**src/rtl/store_buffer_if.sv**
```systemverilog
// Execute-stage store/load ports and data-memory write port of the store buffer.
// master = pipeline + memory side, slave = store buffer.
interface store_buffer_if #(
  parameter int DEPTH = 4
);
  localparam int CW = $clog2(DEPTH) + 1;

  logic          st_valid;
  logic          st_ready;
  logic [5:0]    st_opcode;
  logic [31:0]   st_addr;
  logic [31:0]   st_data;
  logic          ld_valid;
  logic [31:0]   ld_addr;
  logic          ld_stall;
  logic          mem_valid;
  logic          mem_ready;
  logic [29:0]   mem_addr;
  logic [31:0]   mem_wdata;
  logic [3:0]    mem_we;
  logic [CW-1:0] count;

  modport master (
    output st_valid, st_opcode, st_addr, st_data, ld_valid, ld_addr, mem_ready,
    input  st_ready, ld_stall, mem_valid, mem_addr, mem_wdata, mem_we, count
  );

  modport slave (
    input  st_valid, st_opcode, st_addr, st_data, ld_valid, ld_addr, mem_ready,
    output st_ready, ld_stall, mem_valid, mem_addr, mem_wdata, mem_we, count
  );
endinterface

```
**src/rtl/store_buffer.sv**
```systemverilog
// In-order MIPS store buffer: lane-aligns SB/SH/SW stores, drains them to data
// memory one per handshake and stalls loads that hit a pending store word.
module store_buffer #(
  parameter int DEPTH = 4
) (
  input  logic          clk,
  input  logic          rst,
  store_buffer_if.slave bus
);
  localparam int AW = $clog2(DEPTH);
  localparam logic [5:0] OP_SB = 6'h28;
  localparam logic [5:0] OP_SH = 6'h29;
  localparam logic [5:0] OP_SW = 6'h2B;

  logic [29:0]      ent_addr [DEPTH];
  logic [31:0]      ent_data [DEPTH];
  logic [3:0]       ent_we   [DEPTH];
  logic [DEPTH-1:0] ent_vld;
  logic [AW-1:0]    wr_ptr;
  logic [AW-1:0]    rd_ptr;
  logic [AW:0]      cnt;

  logic        is_store;
  logic        st_ready_int;
  logic        mem_valid_int;
  logic        accept;
  logic        pop;
  logic [31:0] lane_data;
  logic [3:0]  lane_we;
  logic        ld_hit;
  logic [1:0]  unused_bits;

  assign unused_bits   = bus.ld_addr[1:0];
  assign is_store      = (bus.st_opcode == OP_SB) || (bus.st_opcode == OP_SH) ||
                         (bus.st_opcode == OP_SW);
  assign st_ready_int  = (cnt < (AW+1)'(DEPTH));
  assign mem_valid_int = (cnt != '0);
  assign accept        = bus.st_valid & st_ready_int & is_store;
  assign pop           = mem_valid_int & bus.mem_ready;

  // Big-endian lanes: byte offset 0 lands in bits [31:24].
  always_comb begin
    lane_we   = 4'b0000;
    lane_data = 32'h0;
    case (bus.st_opcode)
      OP_SB: begin
        lane_we   = 4'b1000 >> bus.st_addr[1:0];
        lane_data = {4{bus.st_data[7:0]}};
      end
      OP_SH: begin
        lane_we   = bus.st_addr[1] ? 4'b0011 : 4'b1100;
        lane_data = {2{bus.st_data[15:0]}};
      end
      OP_SW: begin
        lane_we   = 4'b1111;
        lane_data = bus.st_data;
      end
      default: begin
        lane_we   = 4'b0000;
        lane_data = 32'h0;
      end
    endcase
  end

  always_ff @(posedge clk or posedge rst) begin
    if (rst) begin
      wr_ptr  <= '0;
      rd_ptr  <= '0;
      cnt     <= '0;
      ent_vld <= '0;
    end else begin
      if (pop) begin
        ent_vld[rd_ptr] <= 1'b0;
        rd_ptr          <= rd_ptr + AW'(1);
      end
      if (accept) begin
        ent_vld[wr_ptr] <= 1'b1;
        wr_ptr          <= wr_ptr + AW'(1);
      end
      case ({accept, pop})
        2'b10:   cnt <= cnt + (AW+1)'(1);
        2'b01:   cnt <= cnt - (AW+1)'(1);
        default: cnt <= cnt;
      endcase
    end
  end

  // Payload needs no reset; occupancy is tracked by ent_vld and cnt.
  always_ff @(posedge clk) begin
    if (accept) begin
      ent_addr[wr_ptr] <= bus.st_addr[31:2];
      ent_data[wr_ptr] <= lane_data;
      ent_we[wr_ptr]   <= lane_we;
    end
  end

  always_comb begin
    ld_hit = 1'b0;
    for (int i = 0; i < DEPTH; i++) begin
      if (ent_vld[i] && (ent_addr[i] == bus.ld_addr[31:2])) ld_hit = 1'b1;
    end
  end

  assign bus.st_ready  = st_ready_int;
  assign bus.mem_valid = mem_valid_int;
  assign bus.mem_addr  = mem_valid_int ? ent_addr[rd_ptr] : 30'h0;
  assign bus.mem_wdata = mem_valid_int ? ent_data[rd_ptr] : 32'h0;
  assign bus.mem_we    = mem_valid_int ? ent_we[rd_ptr]   : 4'b0000;
  assign bus.ld_stall  = bus.ld_valid & ld_hit;
  assign bus.count     = cnt;
endmodule

```
**src/flat_wrapper.sv**
```systemverilog
// flat-port wrapper written by rule: the top's interface ports become plain ports
module store_buffer_flat 
#(
  parameter int DEPTH = 4
)
  (clk, rst, bus_st_valid, bus_st_opcode, bus_st_addr, bus_st_data, bus_ld_valid, bus_ld_addr, bus_mem_ready, bus_st_ready, bus_ld_stall, bus_mem_valid, bus_mem_addr, bus_mem_wdata, bus_mem_we, bus_count);
  store_buffer_if #(.DEPTH(DEPTH)) bus_i ();
  input  logic clk;
  input  logic rst;
  input wire logic [$bits(bus_i.st_valid)-1:0] bus_st_valid;
  input wire logic [$bits(bus_i.st_opcode)-1:0] bus_st_opcode;
  input wire logic [$bits(bus_i.st_addr)-1:0] bus_st_addr;
  input wire logic [$bits(bus_i.st_data)-1:0] bus_st_data;
  input wire logic [$bits(bus_i.ld_valid)-1:0] bus_ld_valid;
  input wire logic [$bits(bus_i.ld_addr)-1:0] bus_ld_addr;
  input wire logic [$bits(bus_i.mem_ready)-1:0] bus_mem_ready;
  output wire logic [$bits(bus_i.st_ready)-1:0] bus_st_ready;
  output wire logic [$bits(bus_i.ld_stall)-1:0] bus_ld_stall;
  output wire logic [$bits(bus_i.mem_valid)-1:0] bus_mem_valid;
  output wire logic [$bits(bus_i.mem_addr)-1:0] bus_mem_addr;
  output wire logic [$bits(bus_i.mem_wdata)-1:0] bus_mem_wdata;
  output wire logic [$bits(bus_i.mem_we)-1:0] bus_mem_we;
  output wire logic [$bits(bus_i.count)-1:0] bus_count;
  assign bus_i.st_valid = bus_st_valid;
  assign bus_i.st_opcode = bus_st_opcode;
  assign bus_i.st_addr = bus_st_addr;
  assign bus_i.st_data = bus_st_data;
  assign bus_i.ld_valid = bus_ld_valid;
  assign bus_i.ld_addr = bus_ld_addr;
  assign bus_i.mem_ready = bus_mem_ready;
  assign bus_st_ready = bus_i.st_ready;
  assign bus_ld_stall = bus_i.ld_stall;
  assign bus_mem_valid = bus_i.mem_valid;
  assign bus_mem_addr = bus_i.mem_addr;
  assign bus_mem_wdata = bus_i.mem_wdata;
  assign bus_mem_we = bus_i.mem_we;
  assign bus_count = bus_i.count;
  store_buffer #(.DEPTH(DEPTH)) u_core (.clk(clk), .rst(rst), .bus(bus_i));
endmodule
```
**config.mk**
```make
export PLATFORM = sky130hd
export DESIGN_NAME = store_buffer_flat
export DESIGN_NICKNAME = d
export VERILOG_FILES = /design/src/rtl/store_buffer_if.sv /design/src/rtl/store_buffer.sv /design/src/flat_wrapper.sv
export SDC_FILE = /design/constraint.sdc
export NUM_CORES = 1
export LEC_CHECK = 0
export CELL_PAD_IN_SITES_DETAIL_PLACEMENT = 1
export CELL_PAD_IN_SITES_GLOBAL_PLACEMENT = 1
export CORE_AREA = 2 2 176 178
export CTS_CLUSTER_DIAMETER = 120
export DETAILED_ROUTE_END_ITERATION = 8
export DIE_AREA = 0 0 178 180
export GPL_TIMING_DRIVEN = 0
export PLACE_DENSITY = 0.78
export SLEW_MARGIN = 20
export SYNTH_ARGS = -nofsm -noshare
export SYNTH_HDL_FRONTEND = slang
export SYNTH_SLANG_ARGS = --single-unit
export TNS_END_PERCENT = 30
```
**constraint.sdc**
```tcl
create_clock -name clk -period 2.7 [get_ports clk]
set_input_delay 0.405 -clock clk [delete_from_list [all_inputs] [get_ports clk]]
set_output_delay 0.405 -clock clk [all_outputs]
set_load 0.1 [all_outputs]
```
Word level (Yosys, flattened, before mapping)
Memories as Yosys holds them, arrays and structs flattened.
Index checks and enable logic that the tools add are counted.
{"block": "op_classes", "n_addsub": 4, "n_lt_le_gt_ge": 5, "n_eq_ne": 9, "shift": 1, "mux": 19, "bitwise_logic": 7, "reduce_logical": 10}
{"cell": "$eq 30x30->1", "count": 4}
{"cell": "$pmux 32 s3", "count": 1}
{"cell": "$mux 32", "count": 1}
{"cell": "$mux 30", "count": 1}
{"cell": "$eq 6x6->1 const B", "count": 3}
{"cell": "$mux 4", "count": 4}
{"cell": "$pmux 4 s3", "count": 1}
{"cell": "$mux 1", "count": 8}
{"cell": "$logic_and 1x1->1", "count": 6}
{"cell": "$lt 2x3->1 const B", "count": 2}
{"cell": "$pmux 3 s2", "count": 1}
{"cell": "$add 2x1->2 const B", "count": 2}
{"cell": "$and 1x1->1", "count": 4}
{"cell": "$and 4x4->4", "count": 1}
{"cell": "$demux 1 s2", "count": 2}
{"cell": "$ge 2x1->1 const B", "count": 2}
{"cell": "$not 4->4", "count": 1}
{"cell": "$or 4x4->4", "count": 1}
{"cell": "$shr 4x2->4 const A", "count": 1}
{"cell": "$add 3x1->3 const B", "count": 1}
{"cell": "$lt 3x3->1 const B", "count": 1}
{"cell": "$reduce_bool 3->1", "count": 1}
{"cell": "$sub 3x1->3 const B", "count": 1}
{"cell": "$eq 2x1->1 const B", "count": 1}
{"cell": "other kinds (3)", "count": 4}
{"block": "word_totals", "register_bits": 11, "ram_bits": 264, "input_bits": 107, "out_inout_bits": 72, "elab_cells": 62, "mem_count": 3}
{"name": "u_core.ent_data", "words": 4, "width": 32, "rd": 1, "rd_clocked_by_memory_dff": 0, "wr": 1, "line": "store_buffer.sv:16", "text": "logic [31:0] ent_data [DEPTH];"}
{"name": "u_core.ent_addr", "words": 4, "width": 30, "rd": 5, "rd_clocked_by_memory_dff": 0, "wr": 1, "line": "store_buffer.sv:15", "text": "logic [29:0] ent_addr [DEPTH];"}
{"name": "u_core.ent_we", "words": 4, "width": 4, "rd": 1, "rd_clocked_by_memory_dff": 0, "wr": 1, "line": "store_buffer.sv:17", "text": "logic [3:0] ent_we [DEPTH];"}

Longest topological paths before layout
Gate-level depths: netlist of run 1.
{"block": "depth", "word_depth": 9, "ltp_mapped": 13}

Worst setup path before layout of run 1
OpenSTA, ideal clock, no wires.
{"block": "synth_path", "kind": "register -> output", "startpoint": "reg u_core.cnt[2], in the netlist u_core.bus.count[2]", "endpoint": "out bus_mem_addr[20]", "arrival_ns": 3.815, "t_required_ns": 2.295, "setup_slack_ns": -1.520, "stages_incl_launch_ff": 5, "path_cell_list": "dfrtp_1 inv_1 nand3_1 clkbuf_1 and2_1"}
{"block": "synth_via", "elab_chain_len": 2}
{"item": "from (decl)", "line": "store_buffer.sv:21", "text": "logic [AW:0] cnt;"}
{"item": "from (signal assigned)", "line": "store_buffer.sv:81", "text": "2'b10: cnt <= cnt + (AW+1)'(1);"}
{"item": "from (signal assigned)", "line": "store_buffer.sv:82", "text": "2'b01: cnt <= cnt - (AW+1)'(1);"}
{"item": "from (signal assigned)", "line": "store_buffer.sv:83", "text": "default: cnt <= cnt;"}
{"item": "$reduce_bool 3->1", "line": "store_buffer.sv:37", "text": "assign mem_valid_int = (cnt != '0);"}
{"item": "net bus_mem_valid", "line": "flat_wrapper.sv:19", "text": "output wire logic [$bits(bus_i.mem_valid)-1:0] bus_mem_valid;"}
{"item": "$mux 30", "line": "store_buffer.sv:106", "text": "assign bus.mem_addr = mem_valid_int ? ent_addr[rd_ptr] : 30'h0;"}
{"item": "to (decl)", "line": "flat_wrapper.sv:20", "text": "output wire logic [$bits(bus_i.mem_addr)-1:0] bus_mem_addr;"}
The timed path passes the listed nets, and every way through them passes these cells.

==> reports/results.ini, run 1 <==
[timing]
holdWs_ps = 181
slew_violations = 0
rsz0062_at_grt = true
fin_worst_skew_ps = 16.1
setup_violations = 1
clock.fmax_mhz = 348
timing.final.crit_period_ps = 2870
tightest_slew_ps = 975
finalHoldViolations = 0
slew_headroom_pct = 34.8
timing.final.crit_share_pct = 106
final.setup.worst_slack_ps = -174

[worst_setup_path]
crit_end = bus_ld_stall
arrival_ps = 2470
critPathKind = flop to output pin
timing.rr.end = u_core.bus.count[2]$_DFFE_PP0P_
path_max_fanout = 2
required_ps = 2300
r2r_cells = 10
cp-start-kind = flop
reg2reg_slack_ps = 280
end_kind = output pin
worst_path_most_repeated_cell = nand4_1
crit_slowest_cell = edfxtp_1
r2r_start = u_core.bus.count[2]$_DFFE_PP0P_
path_cells = xnor2_1 -> nand4_1 -> nor4_1 -> nand4_1 -> a41oi_2 -> buf_8
cp_num_buf_inv = 1
cp.depth = 6
cp_top_family = simple AND/OR/NAND/NOR gates
cp-startpoint = u_core.ent_addr[3][20]$_DFFE_PP_
critPathMaxStageDelay_ps = 400

[global_routing]
met1_usage_pct = 26.8
grt_pass1_wl_um = 48600
grtUsageTotal_pct = 20.4
grt_max_degree = 67
use_met2_pct = 35.3
grt-ovfl-total = 0
grt_use_met3_pct = 3.43
grt_pass1_vias = 7845
antenna_found_initial = 1
busiest_layer = met2

[finish]
fin_util_pct = 53.6
area_growth_syn_to_layout_pct = 30.0
nets = 1052
drive_above_1_share_pct = 29.9
diodes = 0

[power_and_ir_drop]
pwr-share-comb_pct = 56.1
p_switching_mw = 8.73
netSwitchingFraction_pct = 45.6
ir_drop_mv = 1.09
power.density_nw_per_um2 = 1180
p_clk_share_pct = 18.6
p_total_mw = 19.2
internal-power_mw = 10.4
leakagePower_nw = 5.60
p_seq_share_pct = 25.3

[place]
dp_slack_ps = -1180
routabilityCongestion = 0.857
place.port_buffers = 160
hpwl_um = 23000

[cts]
clockBufferDepth = 3
numCtsBuffers = 29
cts.htree.levels = 1
clock_sinks = 275
cts-root-buf = clkbuf_16
clock_latency_ps = 550
ctsHoldBuffers = 0
path_clk_slew_ps = 60
cts_tree = built

[synthesis]
ys_ff_latch = 275
seq_area_frac_synth_pct = 66.0
syn_area_um2 = 12400
synth-main-ff-cell = edfxtp_1
avgSynthCellArea_um2 = 17.1
synth-simple-area-share_pct = 7.71
synth_edf_count = 264
netlist_instances = 729
yosys.area_share.xor_xnor_pct = 8.80
synth_nets = 846
ys_async_sr_fraction_pct = 4.00
synth_top_family_by_area = multiplexers
synthAdderAreaFrac_pct = 1.07
yosys_warnings = 0
synthMuxAreaShare_pct = 12.7
ys_types = 33
synth_compound_area_share_pct = 1.54

[routing]
routed_wl_um = 33700
firstDrtPassIters = 5
drc_errors = 0
drt_iter0_drc = 650
wl_per_cell_um = 24.9
viasPerCell = 5.39
vias = 7280
antenna_left = 0

[flow_run]
drv_cap = 0

[min_path]
hold_class = primary input to asynchronous set/reset pin

[die]
core_area_um2 = 30200
io_pins = 179
die_area_um2 = 32000
fp.dieH_um = 180
start_util_pct = 41.2
rows = 64
die_width_um = 178

[run_status]
status = complete, but fails checks
violations = negative setup slack

-- metal layers --
layer	vias to the layer above	share of wire [%]
met5	-	0.039
met4	2	1.9
met3	40	6.5
met2	286	51
met1	3756	40
li1	3196	-
-- timing repair --
item,in CTS,in global routing
cloned,0,5
resized for setup,413,175
pin swaps,0,10
setup buffers,2,6
endpoints found under the setup margin,69,132
-- cell type report --
cell class | count | area [um^2]
fill | 2754 | 14000
multi-input combinational | 397 | 4200
buffer | 44 | 320
tap | 396 | 495
inverter | 13 | 52.6
clock inverter | 13 | 67.6
clock buffer | 38 | 759
timing repair buffer | 175 | 2070
sequential | 275 | 8210
-- registers in the layout (all words and copies together) (netlist names) --
register          cells
u_core.bus.count      3
u_core.ent_addr     120
u_core.ent_data     128
u_core.ent_vld        4
u_core.ent_we        16
u_core.rd_ptr         2
u_core.wr_ptr         2
-- power groups by stage --
stage | Sequential [mW] | Clock (mW) | Combinational [mW]
after floorplan | 5.06 | 0 | 7.16
after global placement | 4.91 | 0 | 9.47
after detailed placement | 4.91 | 0 | 9.51
after CTS | 4.83 | 3.63 | 9.42
after global routing | 4.86 | 3.78 | 11.1
final | 4.85 | 3.56 | 10.7
-- worst min path at each step --
stage                                     from                               to  slack, ps  cells past startpoint
2_1_floorplan                              rst  u_core.bus.count[0]$_DFFE_PP0P_        260                      1
3_3_place_gp       u_core.ent_vld[2]$_DFF_PP0_      u_core.ent_vld[2]$_DFF_PP0_        500                      1
3_5_place_dp   u_core.bus.count[0]$_DFFE_PP0P_  u_core.bus.count[0]$_DFFE_PP0P_        500                      1
4_1_cts                                    rst  u_core.bus.count[2]$_DFFE_PP0P_        190                      2
5_1_grt                                    rst  u_core.bus.count[2]$_DFFE_PP0P_        230                      2
6_report                                   rst  u_core.bus.count[2]$_DFFE_PP0P_        180                      2
-- cells in the mapped netlist (all sizes together) (2+ instances only) --
master / n / area [um^2]
clkbuf: 27 / 101
nand4: 24 / 150
inv: 13 / 48.8
mux4: 66 / 1490
buf: 18 / 128
dfrtp: 11 / 275
ha: 9 / 113
edfxtp: 264 / 7930
o21ai: 10 / 50.1
nor4: 17 / 106
nor2: 5 / 37.5
a22o: 14 / 123
xor2: 45 / 394
a21oi: 2 / 10.0
and2: 79 / 494
nand2: 27 / 101
mux2i: 8 / 80.1
xnor2: 80 / 701
-- cells by family after synthesis --
| family | Yosys count |
|---|---|
| AOI/OAI and AO/OA | 27 |
| xor gates and xnor gates | 125 |
| adders and majority gates | 10 |
| buffers and inverters | 58 |
| DFF | 275 |
| muxes | 75 |
| and+or+nand+nor | 159 |
-- stage by stage --
stage	instances	TNS (ps)	cell area, um^2
floorplan	729	-10690	12500
global placement	1285	-259870	14600
detailed placement	1287	-142220	14700
CTS	1339	-1890	15500
global route	1351	-1410	16200
finish	1351	-174	16200
-- placed cells by master, fill, tap and decap left out, types with 11 or more instances in the layout --
cell / netlist / routed
nor4_1: 17 / 14
and2_4: 0 / 33
a22o_1: 14 / 14
nand2_1: 27 / 27
clkbuf_16: 0 / 33
clkdlybuf4s50_1: 0 / 91
and2_1: 79 / 36
buf_12: 0 / 30
inv_1: 13 / 12
xor2_1: 45 / 45
buf_4: 1 / 18
clkbuf_4: 0 / 12
xnor2_1: 80 / 67
edfxtp_1: 264 / 264
nand4_1: 24 / 24
xnor2_2: 0 / 13
clkbuf_1: 27 / 27
and2_2: 0 / 11
mux4_2: 66 / 66
buf_6: 6 / 28
Power figures use the tool's default switching activity.
==> inputs of run 2 (changes only) <==
--- a/config.mk
+++ b/config.mk
@@ -8,7 +8,6 @@
 export CELL_PAD_IN_SITES_DETAIL_PLACEMENT = 1
 export CELL_PAD_IN_SITES_GLOBAL_PLACEMENT = 1
 export CORE_AREA = 2 2 176 178
-export CTS_CLUSTER_DIAMETER = 120
 export DETAILED_ROUTE_END_ITERATION = 8
 export DIE_AREA = 0 0 178 180
 export GPL_TIMING_DRIVEN = 0
==> results of run 2 <==
Same layout as run 1: the final DEF is identical, and so are final timing and power.
